### config.mk
export PLATFORM = sky130hd
export DESIGN_NAME = mgmt_uart_tlul
export DESIGN_NICKNAME = d
export VERILOG_FILES = /design/src/rtl/mgmt_uart_tlul.sv
export SDC_FILE = /design/constraint.sdc
export NUM_CORES = 1
export LEC_CHECK = 0
export CELL_PAD_IN_SITES_DETAIL_PLACEMENT = 1
export CELL_PAD_IN_SITES_GLOBAL_PLACEMENT = 1
export CORE_MARGIN = 3
export CORE_UTILIZATION = 40
export CTS_BUF_LIST = sky130_fd_sc_hd__clkbuf_2 sky130_fd_sc_hd__clkbuf_4 sky130_fd_sc_hd__clkbuf_8
export DETAILED_ROUTE_END_ITERATION = 12
export DONT_BUFFER_PORTS = 1
export PLACE_DENSITY_LB_ADDON = 0.1
export SETUP_SLACK_MARGIN = 0.02
export SYNTH_ARGS = -nofsm -noshare
export SYNTH_HDL_FRONTEND = slang
export SYNTH_SLANG_ARGS = --single-unit
export TNS_END_PERCENT = 20
### constraint.sdc
create_clock -name clk_sys_i -period 6.7 [get_ports clk_sys_i]
set_input_delay 1.675 -clock clk_sys_i [delete_from_list [all_inputs] [get_ports clk_sys_i]]
set_output_delay 1.675 -clock clk_sys_i [all_outputs]
set_load 0.05 [all_outputs]
### src/rtl/mgmt_uart_tlul.sv
// mgmt_uart_tlul: TL-UL device UART with a TX FIFO, a one-byte RX holding register and a programmable baud divider.
// Define MGMT_UART_LOOPBACK_EN to add the CTRL register (0x10) with internal TX->RX loopback.
module mgmt_uart_tlul #(
    parameter int          TxFifoDepth  = 16,
    parameter logic [15:0] BaudDivReset = 16'd434
) (
    input  logic        clk_sys_i,
    input  logic        rst_sys_i,
    input  logic [85:0] tl_i,
    output logic [51:0] tl_o,
    input  logic        uart_rx_i,
    output logic        uart_tx_o,
    output logic        irq_rx_o,
    output logic        irq_tx_empty_o
);
    localparam int AW = $clog2(TxFifoDepth);
    localparam logic [2:0] OpPutFull = 3'd0, OpPutPartial = 3'd1, OpGet = 3'd4;

    typedef enum logic [1:0] {TX_IDLE, TX_START, TX_DATA, TX_STOP} tx_state_t;
    typedef enum logic [1:0] {RX_IDLE, RX_START, RX_DATA, RX_STOP} rx_state_t;

    // tl_i packs {a_valid, a_opcode, a_param, a_size, a_source, a_address, a_mask, a_data, d_ready}
    logic        a_valid, d_ready;
    logic [2:0]  a_opcode, a_param;
    logic [1:0]  a_size;
    logic [7:0]  a_source;
    logic [31:0] a_address, a_data;
    logic [3:0]  a_mask;
    assign {a_valid, a_opcode, a_param, a_size, a_source, a_address, a_mask, a_data, d_ready} = tl_i;

    logic unused_tl;
    assign unused_tl = ^{a_param, a_mask, a_address[31:5], a_address[1:0]};

    logic        d_valid, d_error;
    logic [2:0]  d_opcode;
    logic [1:0]  d_size;
    logic [7:0]  d_source;
    logic [31:0] d_data;
    logic [15:0] baud_div;
    logic        rx_valid, overrun, frame_err;
    logic [7:0]  rx_byte;

    logic [7:0]  fifo_mem [TxFifoDepth];
    logic [AW:0] wr_ptr, rd_ptr;
    logic        fifo_empty, fifo_full, fifo_push, tx_pop;
    logic [7:0]  fifo_head;

    tx_state_t   tx_state;
    logic [15:0] tx_cnt, tx_div;
    logic [2:0]  tx_bit;
    logic [7:0]  tx_shift;
    logic        tx_line, tx_end, tx_idle, irq_en;

    rx_state_t   rx_state;
    logic [15:0] rx_cnt, rx_div;
    logic [2:0]  rx_bit;
    logic [7:0]  rx_shift;
    logic [1:0]  rx_sync;
    logic        rx_prev, rx_src, rx_mid, rx_done;

    logic        accept, rsp_err, rx_pop, wr_status, wr_baud, wr_ctrl;
    logic [31:0] rsp_data, status_word;
    logic [2:0]  a_index;

`ifdef MGMT_UART_LOOPBACK_EN
    logic loopback;
    always_ff @(posedge clk_sys_i or posedge rst_sys_i) begin
        if (rst_sys_i) loopback <= 1'b0;
        else if (wr_ctrl) loopback <= a_data[0];
    end
    assign rx_src    = loopback ? tx_line : rx_sync[1];
    assign uart_tx_o = loopback ? 1'b1 : tx_line;
`else
    assign rx_src    = rx_sync[1];
    assign uart_tx_o = tx_line;
`endif

    assign accept      = a_valid && !d_valid;
    assign a_index     = a_address[4:2];
    assign fifo_empty  = (wr_ptr == rd_ptr);
    assign fifo_full   = (wr_ptr[AW] != rd_ptr[AW]) && (wr_ptr[AW-1:0] == rd_ptr[AW-1:0]);
    assign fifo_head   = fifo_mem[rd_ptr[AW-1:0]];
    assign tx_idle     = (tx_state == TX_IDLE);
    assign status_word = {26'd0, frame_err, overrun, rx_valid, tx_idle, fifo_empty, fifo_full};

    always_comb begin
        rsp_err   = 1'b0;
        rsp_data  = 32'd0;
        fifo_push = 1'b0;
        rx_pop    = 1'b0;
        wr_status = 1'b0;
        wr_baud   = 1'b0;
        wr_ctrl   = 1'b0;
        if (a_opcode != OpGet && a_opcode != OpPutFull && a_opcode != OpPutPartial) begin
            rsp_err = 1'b1;
        end else begin
            case (a_index)
                3'd0: if (a_opcode == OpGet || fifo_full) rsp_err = 1'b1;
                      else fifo_push = accept;
                3'd1: if (a_opcode != OpGet) rsp_err = 1'b1;
                      else begin
                          rsp_data = rx_valid ? {1'b1, 23'd0, rx_byte} : 32'd0;
                          rx_pop   = accept;
                      end
                3'd2: if (a_opcode == OpGet) rsp_data = status_word;
                      else wr_status = accept;
                3'd3: if (a_opcode == OpGet) rsp_data = {16'd0, baud_div};
                      else wr_baud = accept;
`ifdef MGMT_UART_LOOPBACK_EN
                3'd4: if (a_opcode == OpGet) rsp_data = {31'd0, loopback};
                      else wr_ctrl = accept;
`endif
                default: rsp_err = 1'b1;
            endcase
        end
    end

    // Response channel, configuration and the RX holding register; a read pop is applied before a same-cycle byte load
    always_ff @(posedge clk_sys_i or posedge rst_sys_i) begin
        if (rst_sys_i) begin
            d_valid   <= 1'b0;
            d_opcode  <= 3'd0;
            d_size    <= 2'd0;
            d_source  <= 8'd0;
            d_data    <= 32'd0;
            d_error   <= 1'b0;
            baud_div  <= BaudDivReset;
            rx_valid  <= 1'b0;
            rx_byte   <= 8'd0;
            overrun   <= 1'b0;
            frame_err <= 1'b0;
        end else begin
            if (accept) begin
                d_valid  <= 1'b1;
                d_opcode <= (a_opcode == OpGet) ? 3'd1 : 3'd0;
                d_size   <= a_size;
                d_source <= a_source;
                d_data   <= rsp_err ? 32'd0 : rsp_data;
                d_error  <= rsp_err;
            end else if (d_ready) begin
                d_valid <= 1'b0;
            end
            if (wr_baud) baud_div <= (a_data[15:0] < 16'd16) ? 16'd16 : a_data[15:0];
            if (rx_done) begin
                if (!rx_src) frame_err <= 1'b1;
                if (rx_valid && !rx_pop) begin
                    overrun <= 1'b1;
                end else begin
                    rx_byte  <= rx_shift;
                    rx_valid <= 1'b1;
                end
            end else if (rx_pop) begin
                rx_valid <= 1'b0;
            end
            if (wr_status && a_data[4]) overrun <= 1'b0;
            if (wr_status && a_data[5]) frame_err <= 1'b0;
        end
    end

    assign tl_o = {d_valid, d_opcode, 3'd0, d_size, d_source, 1'b0, d_data, d_error, !d_valid};

    always_ff @(posedge clk_sys_i) begin
        if (fifo_push) fifo_mem[wr_ptr[AW-1:0]] <= a_data[7:0];
    end

    always_ff @(posedge clk_sys_i or posedge rst_sys_i) begin
        if (rst_sys_i) begin
            wr_ptr <= '0;
            rd_ptr <= '0;
        end else begin
            if (fifo_push) wr_ptr <= wr_ptr + 1'b1;
            if (tx_pop)    rd_ptr <= rd_ptr + 1'b1;
        end
    end

    // Bit length is latched at every bit boundary so a BAUDDIV write never stretches the current bit
    assign tx_end = (tx_cnt == tx_div - 16'd1);
    assign tx_pop = !fifo_empty && (tx_idle || (tx_state == TX_STOP && tx_end));

    always_ff @(posedge clk_sys_i or posedge rst_sys_i) begin
        if (rst_sys_i) begin
            tx_state <= TX_IDLE;
            tx_line  <= 1'b1;
            tx_cnt   <= 16'd0;
            tx_div   <= BaudDivReset;
            tx_bit   <= 3'd0;
            tx_shift <= 8'd0;
            irq_en   <= 1'b0;
        end else begin
            irq_en <= 1'b1;
            if (tx_idle) begin
                if (tx_pop) begin
                    tx_state <= TX_START;
                    tx_line  <= 1'b0;
                    tx_shift <= fifo_head;
                    tx_cnt   <= 16'd0;
                    tx_div   <= baud_div;
                end
            end else if (tx_end) begin
                tx_cnt <= 16'd0;
                tx_div <= baud_div;
                case (tx_state)
                    TX_START: begin
                        tx_state <= TX_DATA;
                        tx_bit   <= 3'd0;
                        tx_line  <= tx_shift[0];
                    end
                    TX_DATA: if (tx_bit == 3'd7) begin
                        tx_state <= TX_STOP;
                        tx_line  <= 1'b1;
                    end else begin
                        tx_bit  <= tx_bit + 3'd1;
                        tx_line <= tx_shift[tx_bit + 3'd1];
                    end
                    default: if (tx_pop) begin
                        tx_state <= TX_START;
                        tx_line  <= 1'b0;
                        tx_shift <= fifo_head;
                    end else begin
                        tx_state <= TX_IDLE;
                    end
                endcase
            end else begin
                tx_cnt <= tx_cnt + 16'd1;
            end
        end
    end

    assign rx_mid  = (rx_cnt == rx_div - 16'd1);
    assign rx_done = (rx_state == RX_STOP) && rx_mid;

    always_ff @(posedge clk_sys_i or posedge rst_sys_i) begin
        if (rst_sys_i) begin
            rx_sync  <= 2'b11;
            rx_prev  <= 1'b1;
            rx_state <= RX_IDLE;
            rx_cnt   <= 16'd0;
            rx_div   <= BaudDivReset;
            rx_bit   <= 3'd0;
            rx_shift <= 8'd0;
        end else begin
            rx_sync <= {rx_sync[0], uart_rx_i};
            rx_prev <= rx_src;
            case (rx_state)
                RX_IDLE: if (rx_prev && !rx_src) begin
                    rx_state <= RX_START;
                    rx_cnt   <= 16'd0;
                    rx_div   <= baud_div;
                end
                RX_START: if (rx_cnt == {1'b0, rx_div[15:1]}) begin
                    rx_state <= rx_src ? RX_IDLE : RX_DATA;
                    rx_cnt   <= 16'd0;
                    rx_bit   <= 3'd0;
                end else begin
                    rx_cnt <= rx_cnt + 16'd1;
                end
                RX_DATA: if (rx_mid) begin
                    rx_shift <= {rx_src, rx_shift[7:1]};
                    rx_cnt   <= 16'd0;
                    rx_bit   <= rx_bit + 3'd1;
                    if (rx_bit == 3'd7) rx_state <= RX_STOP;
                end else begin
                    rx_cnt <= rx_cnt + 16'd1;
                end
                default: if (rx_mid) rx_state <= RX_IDLE;
                         else rx_cnt <= rx_cnt + 16'd1;
            endcase
        end
    end

    assign irq_rx_o       = rx_valid;
    assign irq_tx_empty_o = irq_en && fifo_empty && tx_idle;
endmodule

======== Yosys cells after proc, flatten, opt, wreduce, memory -nomap -nowiden ========
Memories as Yosys holds them, arrays and structs flattened.
Index checks and enable logic that the tools add are counted.
cells by class
  $add $sub $neg .......................... 8
  $lt $le $gt $ge ......................... 2
  eq/ne operators ......................... 31
  muxes and demuxes ....................... 77
  bitwise gates (word level) .............. 2
  reductions and logical operators ........ 47
operators by type and width
  operator                                              number
  2-to-1 mux 16 bit                                     12
  2-to-1 mux 32 bit                                     4
  case mux 32 bit (3 select lines)                      1
  case mux 16 bit (3 select lines)                      1
  2-to-1 mux 1 bit                                      34
  adder 16 x 1 -> 16 bit (second input constant)        2
  == test 16 bit                                        2
  2-to-1 mux 8 bit                                      4
  subtractor 16 x 1 -> 16 bit (second input constant)   2
  2-to-1 mux 2 bit                                      10
  AND reduction 2 bit                                   9
  == test 16 x 15 -> 1 bit                              1
  < comparator 16 x 5 -> 1 bit (second input constant)  1
  nonzero test 2 bit                                    8
  != test 2 bit (second input constant)                 7
  logical AND 1 bit                                     13
  case mux 3 bit (2 select lines)                       2
  adder 5 x 1 -> 5 bit (second input constant)          2
  == test 3 bit (second input constant)                 3
  2-to-1 mux 3 bit                                      3
  == test 2 bit (second input constant)                 4
  adder 3 x 1 -> 3 bit (second input constant)          2
  == test 3 x 2 -> 1 bit (second input constant)        2
  2-to-1 mux 6 bit                                      1
  other kinds (25)                                      37
storage, ports and cells
  bits in registers ....................... 179
  RAM bits ................................ 128
  bits of input ports ..................... 89
  output and inout bits ................... 55
  logic and storage cells ................. 195
  memories ................................ 1
memories
  memory    words  bits a word  read ports  clocked after memory_dff  write ports  RTL line  text
  fifo_mem  16     8            1           0                         1            43        logic [7:0] fifo_mem [TxFifoDepth];

======== Longest topological paths before layout ========
  depth after elaboration ................. 10
  mapped depth ............................ 11
  mapped depth without buffers ............ 10

======== Least setup slack after synthesis ========
Ideal clock, no wire load.
  path kind ............................... reg-to-output
  start point ............................. reg wr_ptr[2]
  end point ............................... out irq_tx_empty_o
  arrival ................................. 2.190 ns
  data required time ...................... 5.025 ns
  path slack .............................. 2.835 ns
  cell stages (with the launch flop) ...... 7
  buffers on the path ..................... 1
  path through ............................ dfrtp_1 > clkbuf_1 > xor2_1 > nor4_1 > inv_1 > nor3_1 > and2_1
on the way
  word-level cells in the longest chain between the ends .. 3
ends and longest elaborated chain
  what                            RTL line  text
  start: declaration              44        logic [AW:0] wr_ptr, rd_ptr;
  start signal: assignment        171       if (fifo_push) wr_ptr <= wr_ptr + 1'b1;
  == test 5 bit                   80        assign fifo_empty = (wr_ptr == rd_ptr);
  logical AND 1 bit (2 in a row)  272       assign irq_tx_empty_o = irq_en && fifo_empty && tx_idle;
  end: declaration                14        output logic irq_tx_empty_o
No other way between the ends.

======== Final worst setup path ========
  start point ............................. reg rd_ptr[3]
  end point ............................... out irq_tx_empty_o
on the way
  word-level cells in the longest chain between the ends .. 3
ends and longest elaborated chain
  what                            RTL line  text
  start: declaration              44
  start signal: assignment        172       if (tx_pop) rd_ptr <= rd_ptr + 1'b1;
  == test 5 bit                   80
  logical AND 1 bit (2 in a row)  272
No other way between the ends.

==> impl_summary.md <==
Synth
The share of the Yosys chip area taken by registers is 0.582. The post-synthesis xor/xnor area fraction is 0.0438. During synthesis, Yosys emitted a total of 0 warnings. Of the total synthesized cell area, the portion taken by AND, OR, NAND and NOR gates is 0.100. After synthesis, the largest family of logic cells by area is multiplexers.

After synthesis, the share of cell area in mux cells is 0.143. The count of unique library cells instantiated by Yosys is 68. The fraction of the mapped netlist area in compound gates is 0.0783. The count of flip-flops with a built-in enable after synthesis is 128. After synthesis, the share of flip-flops with an asynchronous set or reset is 0.559. Of the total synthesized cell area, the portion taken by full adders, half adders and majority gates is 0.0156. For this run, the leading register cell type out of synthesis is dfrtp_1. The cell area that synthesis handed to floorplanning was 0.0136 mm^2. The count of mapped cells out of synthesis is 1034. The number of flip-flops and latches in the synthesized netlist is 290. A synthesized cell averages 13.2 um^2.

GRT
The number of global-route vias before repair was 8697. The total routing resource utilization after global routing is 0.183. The first global-routing pass estimated 52000 um of wire. The initial antenna violation count is 0. The largest net degree at the start of global routing is 71.

The total global routing overflow is 0.

Floorplan
The initial cell density of the core is 0.412. The total number of placement rows is 66. The area enclosed by the die boundary is 0.0363 mm^2. The number of I/O pins is 144. In this run the horizontal extent of the chip is 190 um. The placeable core area is 0.0330 mm^2. The height of the die is 190 um.

Power and ir drop
The power per cell area is 321 mW/mm^2. The highest ir drop seen on vdd is 214 uV. The leakage power summed over all cells is 6.22 nW.

Routing
In this run, the number of DRC markers left after iteration 0 of detailed routing was 506. In the routed layout, each cell is associated on average with a via count of 5.46. The average wire per cell in the routed design is 21.3 um.

Detailed routing inserted a total of 8332 vias. The detail route stage leaves a number of antenna-violating nets equal to 0. The remaining routing DRC violations is 0. After detailed routing, the total wire length is 32500 um. The first detailed-routing pass ran for 4 iterations.

Setup path
The library cell contributing the largest single delay on the critical path is nor4_1. On the critical path the largest part of the delay comes from simple AND/OR/NAND/NOR gates. The required time of the critical path is 5030 ps. The critical path contains buffers and inverters numbering 2 combined.

STA puts the critical path data arrival time at 3060 ps. The delay contributed by the slowest stage of the critical path is 600 ps. The maximum fanout count along the critical path is 11. The type of the worst setup path is reg -> out. The startpoint kind of the worst setup timing path is a register. Traced cell by cell, the critical path runs through xor2_1 -> nor4_1 -> inv_1 -> nor3_1 -> buf_4 -> and2_1. STA classifies the critical path endpoint as a primary output.

STA
The relative slew slack is 0.173. The number of endpoints with negative hold slack in the final report is 0. For the pin with the worst max-slew slack, the measured transition is 1240 ps. The share of the cycle needed by the critical path after routing is 0.706.

The number of pins exceeding their max-slew limit in the final report came to 0. Setup repair after global routing left no endpoint under its margin. For this run, the top clock speed supported by timing is 0.211 GHz. The post-route minimum period is 4730 ps. The clock arrives with 38.6 ps of skew. The sum of negative setup slack is 0 ps. The count of final setup violators is 0.

CTS
The number of buffers added for setup after CTS is 0. The CTS tree is yes. The clock reaches the later pin of the worst-skew pair after 600 ps.

For this design, the sink count on the clock tree is 290. The total clock buffers created by CTS is 51. Hold repair after CTS inserted 0 buffers. Clock-pin slew was measured on the worst setup and hold paths at 60 ps.

The clock tree root driver cell is clkbuf_8. The maximum clock insertion buffer count is 3. Once the clock tree was built, the resizer swapped 0 gates to a different size. The H-tree was split into 2 levels.

Placement
The placer congestion estimate is 0.800. The sum of net half-perimeters after detailed placement is 22300 um. Input and output buffers added on the ports amount to 0.

The cell count after placement is 1430.

Min path
The worst hold-check path type is reg -> reg.

Run
The max-capacitance violation count is 0.

Cells and area
Of the cells placed in the final design, the portion with a size suffix greater than 1 is 0.230. The number of antenna diodes in the final layout is 0. Excluding fillers, the count of instances in the completed layout stands at 1526. The layout has 3397 filler cells. The top cell types in the final layout, fill and taps aside, are dfrtp_1 (142), edfxtp_1 (128), nand2_1 (73), mux2_2 (66), clkbuf_8 (63). The most common cell after layout, fill and taps aside is dfrtp_1. The area growth from synthesis to final layout is 10.7%. The number of nets at the end of the flow is 1147.

Run status
The flow ran to the end, and the final reports show no timing, DRC or antenna violations.
[per-stage QoR]
step                      total power, mW  utilization  setup slack [ps]  hold slack (ps)  cell area [um^2]
after floorplan                      2.89            -               680              345             13700
after global placement               3.11        0.422              2440              349             13900
after detailed placement             3.12        0.422              2310              349             13900
after CTS                            4.90        0.456              1910              357             15100
after global routing                 5.12        0.456              1770              369             15100
final                                4.83        0.456              1970              354             15100
[worst reg2reg max path, delay by kind of cell, from the launching register on]
kind	cells	cell delay, ps
and+or+nand+nor	5	2070
adders and majority gates	1	260
buffers and inverters	1	100
DFF	1	420
AOI/OAI and AO/OA	3	1500
[cell type report]
type | instances | area [um^2] | area share
Timing Repair Buffer | 14 | 105 | 0.00698
Sequential cell | 290 | 7920 | 0.526
Multi-Input combinational cell | 660 | 5270 | 0.350
Inverter | 24 | 95.1 | 0.00632
Tap cell | 442 | 553 | 0.0367
Clock inverter | 9 | 63.8 | 0.00424
Clock buffer | 87 | 1050 | 0.0696
[report_power, final]
group          internal (mW)  switching, mW
combinational          0.367          0.508
sequential              1.98          0.243
clock                  0.989          0.747
[flip-flops by register name (all words and copies together) (netlist names), 2 cells and up]
name and flops:
baud_div 16, d_data 17, d_size 2, d_source 8, fifo_mem 128, rd_ptr 5, rx_bit 3, rx_byte 8
rx_cnt 16, rx_div 16, rx_shift 8, rx_state 2, rx_sync 2, tx_bit 3, tx_cnt 16, tx_div 16
tx_shift 8, tx_state 2, wr_ptr 5
[metal layers]
metal	wire length [um]	vias up	GRT usage
met2	15000	141	0.287
met4	476	0	0.0435
met1	15700	4305	0.266
li1	-	3841	-
met5	0	-	0
met3	1360	45	0.0353
[path summary, 6_finish.rpt]
path	start	cells after the start	slack [ps]	end
min in group asynchronous	rst_sys_i	1	1010	d_valid$_DFFE_PP0P_
min	rx_sync[0]$_DFF_PP1_	0	350	rx_sync[1]$_DFF_PP1_
max in group asynchronous	rst_sys_i	2	4450	tx_cnt[10]$_DFFE_PP0P_
min reg2reg	rx_sync[0]$_DFF_PP1_	0	350	rx_sync[1]$_DFF_PP1_
max reg2reg	rx_div[0]$_DFFE_PP0P_	10	2230	rx_cnt[13]$_DFFE_PP0P_
max	rd_ptr[3]$_DFFE_PP0P_	6	1970	irq_tx_empty_o
[logic make-up (layout without fill, tap and decap cells)]
| family | count (synthesis) | in the layout |
|---|---|---|
| other | 2 | 22 |
| buffers and inverters | 104 | 134 |
| xor gates and xnor gates | 68 | 68 |
| muxes | 132 | 132 |
| and+or+nand+nor | 270 | 270 |
| DFF | 290 | 290 |
| AOI/OAI and AO/OA | 151 | 151 |
| adders and majority gates | 17 | 17 |
[synth_stat cells, types with 23 or more instances]
library cell,count,area share
nor2_1,56,0.015
mux4_2,42,0.070
nand2_1,73,0.020
a22o_1,29,0.019
o21ai_0,36,0.013
edfxtp_1,128,0.28
mux2_2,66,0.055
xor2_1,39,0.025
clkbuf_1,41,0.011
nand3_1,28,0.010
xnor2_1,29,0.019
buf_4,23,0.013
dfrtp_1,143,0.26
inv_1,24,0.0066
(Power assumes the default switching activity.)
==> variant (same settings) <==
Re-encode `rx_state_t` (4 states) as one-hot, 4 bits wide.
--- a/src/rtl/mgmt_uart_tlul.sv
+++ b/src/rtl/mgmt_uart_tlul.sv
@@ -19,3 +19,3 @@
     typedef enum logic [1:0] {TX_IDLE, TX_START, TX_DATA, TX_STOP} tx_state_t;
-    typedef enum logic [1:0] {RX_IDLE, RX_START, RX_DATA, RX_STOP} rx_state_t;
+    typedef enum logic [3:0] {RX_IDLE = 4'b0001, RX_START = 4'b0010, RX_DATA = 4'b0100, RX_STOP = 4'b1000} rx_state_t;
 
Behaviour: same outputs for any inputs over 4 cycles, from zero or initial values and one cycle with rst_sys_i high; so few cycles prove little.
==> variant against the unedited design <==
- core utilization fell by 0.75 points
- synthesized area up 2.2%
- worst setup slack better by 360 ps
- wire length up 0.44%
- non-clock buffer count down 4
- sequential cell count increased by 2
- cell area rose by 0.85%
- clock skew decreased by 2.8 ps
Power is not compared: it rests on default switching activity, and its combinational part moved more than twofold at a synthesized area within 25%.
==> variant: results (changes against the unedited design) <==
- The flow ran to the end, and the final reports show no timing, DRC or antenna violations.
- The combined global-route utilization of all metal layers came to 18.03% (-0.30 points).
- The fraction of final layout cells sized beyond drive strength 1 is 22.55% (-0.43 points).
- The number of nets in the layout came to 1,168 (+1.8%).
- The share of synthesized flip-flops with an asynchronous set or reset came to 56.16% (+0.30 points).
- The per-cell via count in the routed design was 5.463 (about the same).
- The placer congestion estimate was 0.7607 (-4.9%).
- The met2 layer usage reported by global route came to 28.20% (-0.46 points).
- By count the netlist is led by 144 x sky130_fd_sc_hd__dfrtp_1, 128 x sky130_fd_sc_hd__edfxtp_1, 88 x sky130_fd_sc_hd__nand2_1.
- The delay of the slowest cell on the worst path is 560 ps (-40 ps).
- The count of port buffers added during placement was 0 (unchanged).
- The met3 track demand over resource in global routing is 3.579% (+0.049 points).
- The number of vias in the routed layout is 8,457 (+1.5%).
- The first-pass GRT wire length is 51,870 microns (-0.32%).
- The placed cell count is 1,457 (+1.9%).
- The arrival time of the worst setup path is 2700 ps (-360 ps).
- The slew at the pin closest to its max-slew limit came to 1149 ps (-88.54 ps).
- The number of global-route vias before repair came to 8,836 (+1.6%).
- The routed length on met3 is 1587 microns (+17%).
- The maximum number of pins on one net before global-route repair is 66 (-7.0%).
- The total of max-cap violations is 0 (unchanged).
- The met1 demand-to-capacity share in global routing is 25.89% (-0.74 points).
- The synthesized netlist cell count is 1,059 (+2.4%).
- The detailed-route wire length is 32,680 microns (+0.44%).
- The estimated wirelength of the detail-placed design is 22,090 microns (-0.93%).
- The placed instance area was 14,190 sq um (+1.8%).
- The initial detailed-routing violation count is 429 (-15%).
- The post-place setup slack is 2847 ps (+532.9 ps).
- The slowest stage of the critical path belongs to the cell sky130_fd_sc_hd__buf_4.
- On the critical path the largest part of the delay comes from buffers and inverters.
- After synthesis, the cell types taking the most area are sky130_fd_sc_hd__edfxtp_1 28%, sky130_fd_sc_hd__dfrtp_1 26%, sky130_fd_sc_hd__mux4_2 6.8%.
- The routed length on met1 is 15,600 microns (-0.86%).
- The TritonCTS clock tree is yes.
## variant: cell types whose count changed after synthesis, sizes merged, moves of 7 or more
cell,unedited run,this run
nor2,56,39
nand2,73,88
nor3,20,35
a22o,29,15
xnor2,29,43
a21oi,20,32
o21ai,41,31
or4,6,15
mux2i,13,5
xor2,39,31
nand4,7,14
nor2b,3,10
## variant: power by group through the flow
stage / Combinational (uW) / Sequential [uW] / Clock (uW)
floorplan: 149 / 2030 / 0
global placement: 152 / 2070 / 0
detailed placement: 154 / 2070 / 0
CTS: 154 / 2030 / 1660
global route: 172 / 2040 / 1740
finish: 150 / 2030 / 1600
## variant: final cells by class
| type | count | area [sq um] |
|---|---|---|
| inverters | 25 | 98.84 |
| clock buffers | 66 | 820.8 |
| well taps | 448 | 560.5 |
| flip-flops and latches | 292 | 7974 |
| fillers | 3467 | 18690 |
| clock inverters | 25 | 168.9 |
| multi-input cells | 682 | 5484 |
| repair buffers | 10 | 75.07 |
## variant: kinds of logic after synthesis
family | count (synthesis) | share of synthesized area, %
xor+xnor | 74 | 4.660
flops | 292 | 57.32
fa+ha+maj | 17 | 1.529
mux | 118 | 13.40
buf+inv | 105 | 3.931
simple gates | 304 | 11.52
other cells | 2 | 0.05400
compound gates | 147 | 7.584
## variant: final timing paths
| kind | from | endpoint | slack (ps) |
|---|---|---|---|
| max | rd_ptr[0] | irq_tx_empty_o | 2330 |
| min | rx_sync[0] | rx_sync[1] | 360 |
| max reg2reg | rx_div[2] | rx_cnt[15] | 2870 |
| min reg2reg | rx_sync[0] | rx_sync[1] | 360 |
| max in group asynchronous | rst_sys_i | rd_ptr[0] | 4390 |
| min in group asynchronous | rst_sys_i | tx_div[9] | 1040 |
